$ cat src/rtl/mrv1_th_pkg.sv
// Shared thread-scheduler types and default sizes for the mrv1 issue stage.
package mrv1_th_pkg;

   localparam int MRV1_NUM_THREADS = 8;
   localparam int MRV1_ISSUE_WIDTH = 2;

   typedef logic [$clog2(MRV1_NUM_THREADS)-1:0] tid_t;
   typedef logic [MRV1_NUM_THREADS-1:0]         th_mask_t;

endpackage

$ cat src/rtl/mrv1_th_pick_n.sv
// Combinational find-first-N picker: lane k grants the k-th lowest set bit of mask.
module mrv1_th_pick_n
   import mrv1_th_pkg::*;
#(
   parameter int N  = MRV1_NUM_THREADS,
   parameter int W  = MRV1_ISSUE_WIDTH,
   parameter int TW = $clog2(N)
) (
   input  logic [N-1:0]          mask,
   output logic [W-1:0][N-1:0]   gnt,
   output logic [W-1:0][TW-1:0]  tid,
   output logic [W-1:0]          vld
);

   logic [N-1:0] rem;

   always_comb begin
      rem = mask;
      gnt = '0;
      tid = '0;
      vld = '0;
      for (int k = 0; k < W; k++) begin
         // Two's-complement trick isolates the lowest remaining set bit.
         gnt[k] = rem & (~rem + N'(1));
         vld[k] = |rem;
         for (int i = 0; i < N; i++) begin
            if (gnt[k][i]) tid[k] = TW'(i);
         end
         rem = rem & ~gnt[k];
      end
   end

endmodule

$ cat src/rtl/mrv1_th_issue_sched.sv
// Batch round-robin multi-issue thread scheduler with per-thread flush.
// Optional priority ordering is enabled by defining MRV1_TH_ISSUE_PRIO_EN.
module mrv1_th_issue_sched
   import mrv1_th_pkg::*;
#(
   parameter int NUM_THREADS_P = MRV1_NUM_THREADS,
   parameter int ISSUE_WIDTH_P = MRV1_ISSUE_WIDTH,
   parameter int ROUND_CNT_W_P = 16,
   localparam int tid_width_lp = $clog2(NUM_THREADS_P)
) (
   input  logic                                clk_i,
   input  logic                                rst_i,
   input  logic [NUM_THREADS_P-1:0]            issue_rdy_i,
   input  logic [NUM_THREADS_P-1:0]            th_flush_i,
`ifdef MRV1_TH_ISSUE_PRIO_EN
   input  logic [NUM_THREADS_P-1:0]            issue_prio_i,
`endif
   input  logic                                issue_ack_i,
   output logic [ISSUE_WIDTH_P-1:0]            issue_vld_o,
   output logic [ISSUE_WIDTH_P*tid_width_lp-1:0] issue_tid_o,
   output logic [ROUND_CNT_W_P-1:0]            batch_cnt_o,
   output logic [NUM_THREADS_P-1:0]            batch_pend_o
);

   logic [NUM_THREADS_P-1:0]                     batch_q, batch_nxt;
   logic [ROUND_CNT_W_P-1:0]                     batch_cnt_q;
   logic [NUM_THREADS_P-1:0]                     live, elig, cand, granted;
   logic [ISSUE_WIDTH_P-1:0][NUM_THREADS_P-1:0]  sel_gnt;
   logic [ISSUE_WIDTH_P-1:0][tid_width_lp-1:0]   sel_tid;
   logic [ISSUE_WIDTH_P-1:0]                     sel_vld;
   logic                                         cnt_inc;

   assign live = batch_q & issue_rdy_i & ~th_flush_i;
   assign elig = issue_rdy_i & ~th_flush_i;
   // An emptied batch is refilled in the same cycle so the issue slot never bubbles.
   assign cand = (|live) ? live : elig;

`ifdef MRV1_TH_ISSUE_PRIO_EN
   logic [ISSUE_WIDTH_P-1:0][NUM_THREADS_P-1:0]  hi_gnt, lo_gnt;
   logic [ISSUE_WIDTH_P-1:0][tid_width_lp-1:0]   hi_tid, lo_tid;
   logic [ISSUE_WIDTH_P-1:0]                     hi_vld, lo_vld;
   int                                           n_hi;

   mrv1_th_pick_n #(.N(NUM_THREADS_P), .W(ISSUE_WIDTH_P), .TW(tid_width_lp)) u_pick_hi (
      .mask (cand & issue_prio_i),
      .gnt  (hi_gnt),
      .tid  (hi_tid),
      .vld  (hi_vld)
   );

   mrv1_th_pick_n #(.N(NUM_THREADS_P), .W(ISSUE_WIDTH_P), .TW(tid_width_lp)) u_pick_lo (
      .mask (cand & ~issue_prio_i),
      .gnt  (lo_gnt),
      .tid  (lo_tid),
      .vld  (lo_vld)
   );

   // High-priority lanes fill from lane 0; remainder lanes pack directly after them.
   always_comb begin
      n_hi    = 0;
      sel_gnt = '0;
      sel_tid = '0;
      sel_vld = '0;
      for (int k = 0; k < ISSUE_WIDTH_P; k++) begin
         if (hi_vld[k]) n_hi = n_hi + 1;
      end
      for (int k = 0; k < ISSUE_WIDTH_P; k++) begin
         if (k < n_hi) begin
            sel_gnt[k] = hi_gnt[k];
            sel_tid[k] = hi_tid[k];
            sel_vld[k] = hi_vld[k];
         end else begin
            sel_gnt[k] = lo_gnt[k-n_hi];
            sel_tid[k] = lo_tid[k-n_hi];
            sel_vld[k] = lo_vld[k-n_hi];
         end
      end
   end
`else
   mrv1_th_pick_n #(.N(NUM_THREADS_P), .W(ISSUE_WIDTH_P), .TW(tid_width_lp)) u_pick (
      .mask (cand),
      .gnt  (sel_gnt),
      .tid  (sel_tid),
      .vld  (sel_vld)
   );
`endif

   always_comb begin
      granted = '0;
      for (int k = 0; k < ISSUE_WIDTH_P; k++) begin
         granted = granted | sel_gnt[k];
      end
   end

   // Unacknowledged grants stay in the batch and are re-presented next cycle.
   assign batch_nxt = issue_ack_i ? (cand & ~granted) : cand;
   assign cnt_inc   = issue_ack_i & (|sel_vld) & (batch_nxt == '0);

   always_ff @(posedge clk_i or posedge rst_i) begin
      if (rst_i) begin
         batch_q     <= '0;
         batch_cnt_q <= '0;
      end else begin
         batch_q <= batch_nxt;
         if (cnt_inc) batch_cnt_q <= batch_cnt_q + ROUND_CNT_W_P'(1);
      end
   end

   assign issue_vld_o  = rst_i ? '0 : sel_vld;
   assign issue_tid_o  = rst_i ? '0 : sel_tid;
   assign batch_cnt_o  = batch_cnt_q;
   assign batch_pend_o = batch_q;

endmodule

$ cat config.mk
export PLATFORM = sky130hd
export DESIGN_NAME = mrv1_th_issue_sched
export DESIGN_NICKNAME = d
export VERILOG_FILES = /design/src/rtl/mrv1_th_pkg.sv /design/src/rtl/mrv1_th_pick_n.sv /design/src/rtl/mrv1_th_issue_sched.sv
export SDC_FILE = /design/constraint.sdc
export NUM_CORES = 1
export LEC_CHECK = 0
export CORE_ASPECT_RATIO = 0.9
export CORE_MARGIN = 4
export CORE_UTILIZATION = 43
export CTS_CLUSTER_DIAMETER = 200
export DETAILED_ROUTE_END_ITERATION = 12
export HOLD_SLACK_MARGIN = 0.03
export PLACE_DENSITY = 0.74
export RECOVER_POWER = 100
export SYNTH_ARGS = -nofsm -noshare
export SYNTH_HDL_FRONTEND = slang
export SYNTH_SLANG_ARGS = --single-unit
$ cat constraint.sdc
create_clock -name clk_i -period 2.7 [get_ports clk_i]
set_input_delay 0.54 -clock clk_i [delete_from_list [all_inputs] [get_ports clk_i]]
set_output_delay 0.54 -clock clk_i [all_outputs]
set_load 0.05 [all_outputs]
Word level (Yosys, flattened, before mapping)
Index checks and enable logic that the tools add are counted.
{ "classes": {"mux": 18, "bitwise_logic": 15, "n_reduce_logical": 5, "add_sub_neg": 3} }
{ "op_table": {"columns": ["cell", "n"], "rows": [
  ["bitwise AND 8 bit", 7],
  ["inverter 8 bit", 5],
  ["two-way mux 3 bit", 8],
  ["OR reduction 8 bit", 3],
  ["adder 16 x 1 -> 16 bit, second input constant", 1],
  ["adder 8 x 1 -> 8 bit, second input constant", 2],
  ["two-way mux 8 bit", 2],
  ["OR reduction 16 bit", 1],
  ["two-way mux 2 bit", 5],
  ["logical NOT 8 bit", 1],
  ["OR 8 bit", 1],
  ["two-way mux 6 bit", 1],
  ["bitwise AND 1 bit", 2],
  ["two-way mux 1 bit", 2]
]} }
{ "word_totals": {"reg_bits": 24, "word_cells": 43, "in_bits": 19} }

Depth between registers and ports, before layout
{ "depth": {"depth_word": 20, "ltp_mapped": 11, "ltp_nobuf": 9} }

Modules after synthesis
From an unflattened synthesis, not the netlist that was laid out.
{ "hier_totals": {"cells_unflattened": 212, "hier_area_um2": 1876.8} }
{ "by_module_without_submodules": {"columns": ["module", "seq_area_each_um2", "cells_each", "n_inst", "area_per_inst_um2"], "rows": [
  ["mrv1_th_issue_sched", 600.6, 137, 1, 1427.6],
  ["mrv1_th_pick_n", 0.0, 75, 1, 449.2]
]} }

Worst setup path after synthesis
No wires, ideal clock.
{ "synth_path": {"path_kind": "reg-to-output", "start": "register batch_q[3], in the netlist batch_pend_o[3]", "end": "output port issue_tid_o[2]", "path_slack_ns": -1.231, "stages_incl_launch_ff": 9, "n_path_buf": 1, "t_required_ns": 2.160, "arrival_time_ns": 3.391, "path_cell_list": "dfrtp_1 and3b_1 a2111o_1 buf_6 nor2_4 o21ai_0 nand2_1 nor3_1 nor4_1"} }
{ "synth_via": {"elab_chain_cells": 12} }
{ "synth_rtl": {"columns": ["element", "line", "source"], "rows": [
  ["from (decl)", "mrv1_th_issue_sched.sv:25", "logic [NUM_THREADS_P-1:0] batch_q, batch_nxt;"],
  ["from (signal assigned)", "mrv1_th_issue_sched.sv:104", "batch_q <= batch_nxt;"],
  ["bitwise AND 8 bit (*) (2 in a row)", "mrv1_th_issue_sched.sv:33", "assign live = batch_q & issue_rdy_i & ~th_flush_i;"],
  ["OR reduction 8 bit", "mrv1_th_issue_sched.sv:36", "assign cand = (|live) ? live : elig;"],
  ["two-way mux 8 bit (*)", "mrv1_th_issue_sched.sv:36", null],
  ["inverter 8 bit", "mrv1_th_pick_n.sv:24", "gnt[k] = rem & (~rem + N'(1));"],
  ["adder 8 x 1 -> 8 bit", "mrv1_th_pick_n.sv:24", null],
  ["bitwise AND 8 bit (*)", "mrv1_th_pick_n.sv:24", null],
  ["two-way mux 3 bit (3 in a row)", "mrv1_th_pick_n.sv:27", "if (gnt[k][i]) tid[k] = TW'(i);"],
  ["two-way mux 3 bit (*)", "mrv1_th_pick_n.sv:27", null],
  ["two-way mux 6 bit (*)", "mrv1_th_issue_sched.sv:110", "assign issue_tid_o = rst_i ? '0 : sel_tid;"],
  ["to (decl)", "mrv1_th_issue_sched.sv:20", "output logic [ISSUE_WIDTH_P*tid_width_lp-1:0] issue_tid_o,"]
]} }
Mark *: on every way between the ends. The rest lies on a longest branch, timed or not.

Final worst setup path
{ "layout_path": {"start": "register batch_q[4], in the netlist batch_pend_o[4]", "end": "output port issue_tid_o[3]"} }
{ "layout_via": {"elab_chain_cells": 20} }
{ "layout_rtl": {"columns": ["element", "line", "source"], "rows": [
  ["bitwise AND 8 bit (*) (2 in a row)", "mrv1_th_issue_sched.sv:33", null],
  ["OR reduction 8 bit", "mrv1_th_issue_sched.sv:36", null],
  ["two-way mux 8 bit (*)", "mrv1_th_issue_sched.sv:36", null],
  ["inverter 8 bit", "mrv1_th_pick_n.sv:24", null],
  ["adder 8 x 1 -> 8 bit", "mrv1_th_pick_n.sv:24", null],
  ["bitwise AND 8 bit", "mrv1_th_pick_n.sv:24", null],
  ["inverter 8 bit", "mrv1_th_pick_n.sv:29", "rem = rem & ~gnt[k];"],
  ["bitwise AND 8 bit (*)", "mrv1_th_pick_n.sv:29", null],
  ["inverter 8 bit", "mrv1_th_pick_n.sv:24", null],
  ["adder 8 x 1 -> 8 bit", "mrv1_th_pick_n.sv:24", null],
  ["bitwise AND 8 bit (*)", "mrv1_th_pick_n.sv:24", null],
  ["two-way mux 1 bit", "mrv1_th_pick_n.sv:27", null],
  ["two-way mux 2 bit (2 in a row)", "mrv1_th_pick_n.sv:27", null],
  ["two-way mux 3 bit (3 in a row)", "mrv1_th_pick_n.sv:27", null],
  ["two-way mux 3 bit (*)", "mrv1_th_pick_n.sv:27", null],
  ["two-way mux 6 bit (*)", "mrv1_th_issue_sched.sv:110", null]
]} }
Marks and branches as above.

==> results.py <==
metrics = {
    "final_layout": {
        "drive_above_1_share": 0.571,
        "multi_input_area_sq_mm": 0.00164,
        "seq_area_sq_um": 609,
        "finish.utilization": 0.880,
        "n_antenna_cell": 0,
        "n_fill_cell": 184,
        "final_nets": 350,
        "area_growth_pct": 97.5,
        "design_area_sq_mm": 0.00358,
    },
    "setup_path": {
        "r2r_start": "batch_pend_o[4]",
        "path_cells": "and3b_2, buf_6, o21ai_4, o31ai_4, a222oi_1, a22o_1, and2_4, nand2_4, a31oi_4, buf_12",
        "criticalPathCategory": "flop to primary output",
        "crit_cells": 10,
        "critPathLaunchType": "flop",
        "cp_slowest_stage_delay_ns": 0.57,
        "critPathCaptureType": "primary output",
        "crit_buf_inv": 2,
        "cp-endpoint": "issue_tid_o[3]",
        "r2r_cells": 13,
        "cp.required_ns": 2.16,
        "crit_family": "compound AO/OA/AOI/OAI gates",
        "r2r_end": "batch_cnt_o[6]",
        "cp_slowest_cell": "a222oi_1",
        "cp_max_fo": 4,
        "crit_start": "batch_pend_o[4]",
        "arrival_ns": 2.84,
        "r2r_slack_ns": -0.55,
    },
    "yosys": {
        "yosys_warnings": 0,
        "synth-compound-area-share": 0.246,
        "synth_edf_count": 0,
        "synth_top_area_cell": "dfrtp_1",
        "async_flop_share": 1.00,
        "yosys_most_used_dff": "dfrtp_1",
        "synth.yosys.seq_area_share": 0.331,
        "synth_top_family_by_area": "simple AND/OR/NAND/NOR gates",
        "synthAdderAreaFrac": 0.00689,
        "syn_area_per_cell_sq_um": 9.17,
        "synthTopCellsByArea": "dfrtp_1, xor2_1, nor2_1, nand2_1, a21oi_1",
        "yosys.area_share.simple": 0.289,
        "synth.distinct_cells": 52,
        "synth_fp_nets": 218,
        "synth_top_area_share": 0.331,
        "synth_mux_area_frac": 0.0117,
        "synthesis.area_sq_mm": 0.00182,
        "syn_inst": 198,
        "synth-xor-area-share": 0.0820,
        "ys_ff_latch": 24,
        "yosys-top-cells-count": "dfrtp_1, nor2_1, nand2_1, xor2_1, a21oi_1",
    },
    "floorplan": {
        "dieHeight_um": 69.6,
        "dieArea_sq_mm": 0.00533,
        "io_pins": 51,
        "die-width_um": 76.5,
        "core_area_sq_mm": 0.00407,
        "start_util": 0.446,
        "rows": 22,
    },
    "status": {
        "status": "complete, but fails checks",
        "violations": "setup timing",
    },
    "timing": {
        "min_period_ns": 3.38,
        "fin_ws_ns": -0.676,
        "setup_viol": 25,
        "max_freq_ghz": 0.296,
        "slew_headroom": 0.367,
        "fin_skew_ns": 0.00814,
        "worst_pin_slew_ns": 0.949,
        "rsz0062_at_grt": "true",
        "finalCritPeriodShare": 1.25,
        "finalHoldViolCount": 0,
        "finalSetupTns_ns": -12.70,
        "slew_viol_final": 0,
        "hold-worst-slack_ns": 0.484,
    },
    "cts": {
        "clock-root-buffer": "clkbuf_8",
        "insertion_delay_ns": 0.29,
        "numCtsBuffers": 3,
        "clkTransAtPathRegs_ns": 0.10,
        "clock_path_buffers": 2,
        "cts-htree-levels": 1,
        "cts_tree": "built",
        "cts.sinks": 24,
    },
    "placement": {
        "place.gp.congestion": 0.878,
        "dpl_worst_slack_ns": -0.894,
        "hpwl_mm": 4.26,
        "port_buffers": 50,
        "post_dp_cell_area_sq_mm": 0.00296,
    },
    "pwr": {
        "pwr_density_cell_mw_per_mm2": 591,
        "vdd_drop_max_uv": 633,
        "p_leak_nw": 1.67,
    },
    "grt": {
        "gr-usage-all-layers": 0.270,
        "grt_max_degree": 19,
        "antenna_found_initial": 0,
        "grt-ovfl-total": 0,
        "grt_pass1_wl_mm": 11.7,
        "grt_pass1_vias": 2351,
    },
    "route": {
        "wl_per_cell_um": 22.3,
        "antenna_left": 0,
        "detail_route.first_pass.iterations": 5,
        "route.detailed.drc": 0,
        "via_per_inst": 6.23,
        "vias": 2348,
        "first_iter_violations": 364,
        "wirelength_mm": 8.40,
    },
    "flow_run": {
        "drv_cap": 0,
    },
    "min_path": {
        "hold_class": "flop to flop",
    },
}
## metrics by stage
step	power (mW)	cells
floorplan	1.15	198
global placement	1.53	348
detailed placement	1.54	348
CTS	2.02	367
global route	2.20	377
finish	2.12	377
## timing repair
item / CTS / global route
gates resized for setup: 123 / 26
gates cloned: 3 / 0
setup buffers: 13 / 10
pin swaps: 46 / 21
setup endpoints to repair: 29 / 24
hold buffers: 0 / 0
## layout make-up
type	count	area share
multi-input cells	166	0.459
well taps	48	0.0168
repair buffers	129	0.328
clock inverters	1	0.00838
inverters	6	0.00628
flip-flops and latches	24	0.170
clock buffers	3	0.0115
## kinds of logic (layout without fill, tap and decap cells)
kind of cell,after synthesis,count (layout)
compound gates,53,54
xor+xnor,17,17
fa+ha+maj,1,1
buf+inv,10,139
flops,24,24
mux,2,2
simple gates,91,92
## where the power goes
part | total, mW | leakage, nW | switching [mW] | internal (mW)
clock network | 0.337 | 0.0357 | 0.138 | 0.199
registers | 0.528 | 0.298 | 0.0948 | 0.433
logic | 1.25 | 1.34 | 0.745 | 0.509
total | 2.12 | 1.67 | 0.978 | 1.14
## cells in the final DEF, fill, tap and decap left out, types with 3 or more instances in the layout
cell type | netlist | final
nand4_4 | 2 | 3
nand2_2 | 0 | 3
nor2_1 | 24 | 8
and2_1 | 5 | 4
inv_1 | 6 | 4
a21oi_1 | 12 | 8
o21ai_2 | 1 | 3
a31oi_4 | 0 | 3
buf_6 | 3 | 19
nor3_4 | 0 | 6
nand3_1 | 5 | 5
and3b_2 | 0 | 4
nor2_2 | 0 | 4
dlygate4sd3_1 | 0 | 25
buf_12 | 0 | 8
clkbuf_8 | 0 | 3
buf_2 | 0 | 12
nor2b_1 | 5 | 5
nand2_1 | 23 | 16
o21ai_0 | 10 | 4
nand2_4 | 0 | 4
nand4_1 | 4 | 4
buf_4 | 0 | 58
xor2_1 | 14 | 14
clkbuf_1 | 0 | 3
nor2_4 | 1 | 13
o21ai_4 | 0 | 3
dfrtp_1 | 24 | 17
dfrtp_2 | 0 | 7
o21bai_4 | 2 | 5
## how the worst min path moves through the flow
stage | to | depth (start not counted) | slack [ns] | startpoint
after detailed placement | batch_cnt_o[15] | 1 | 0.46 | batch_cnt_o[15]
after CTS | batch_cnt_o[15] | 1 | 0.47 | batch_cnt_o[15]
after floorplan | batch_cnt_o[0] | 1 | 0.58 | rst_i
after global placement | batch_cnt_o[15] | 1 | 0.46 | batch_cnt_o[15]
after global routing | batch_cnt_o[15] | 1 | 0.51 | batch_cnt_o[15]
final | batch_cnt_o[15] | 1 | 0.48 | batch_cnt_o[15]
## per-layer routing
layer / vias up / share of wire / GRT usage
li1: 993 / - / -
met1: 1131 / 0.35 / 0.304
met2: 162 / 0.50 / 0.483
met3: 62 / 0.078 / 0.0545
met4: 0 / 0.067 / 0.131
met5: - / 0 / 0
## registers in the layout, summed over array words and instances, names as in the netlist
register      count
batch_cnt_o      16
batch_pend_o      8
Note: power is estimated with default switching activity, not from simulation.
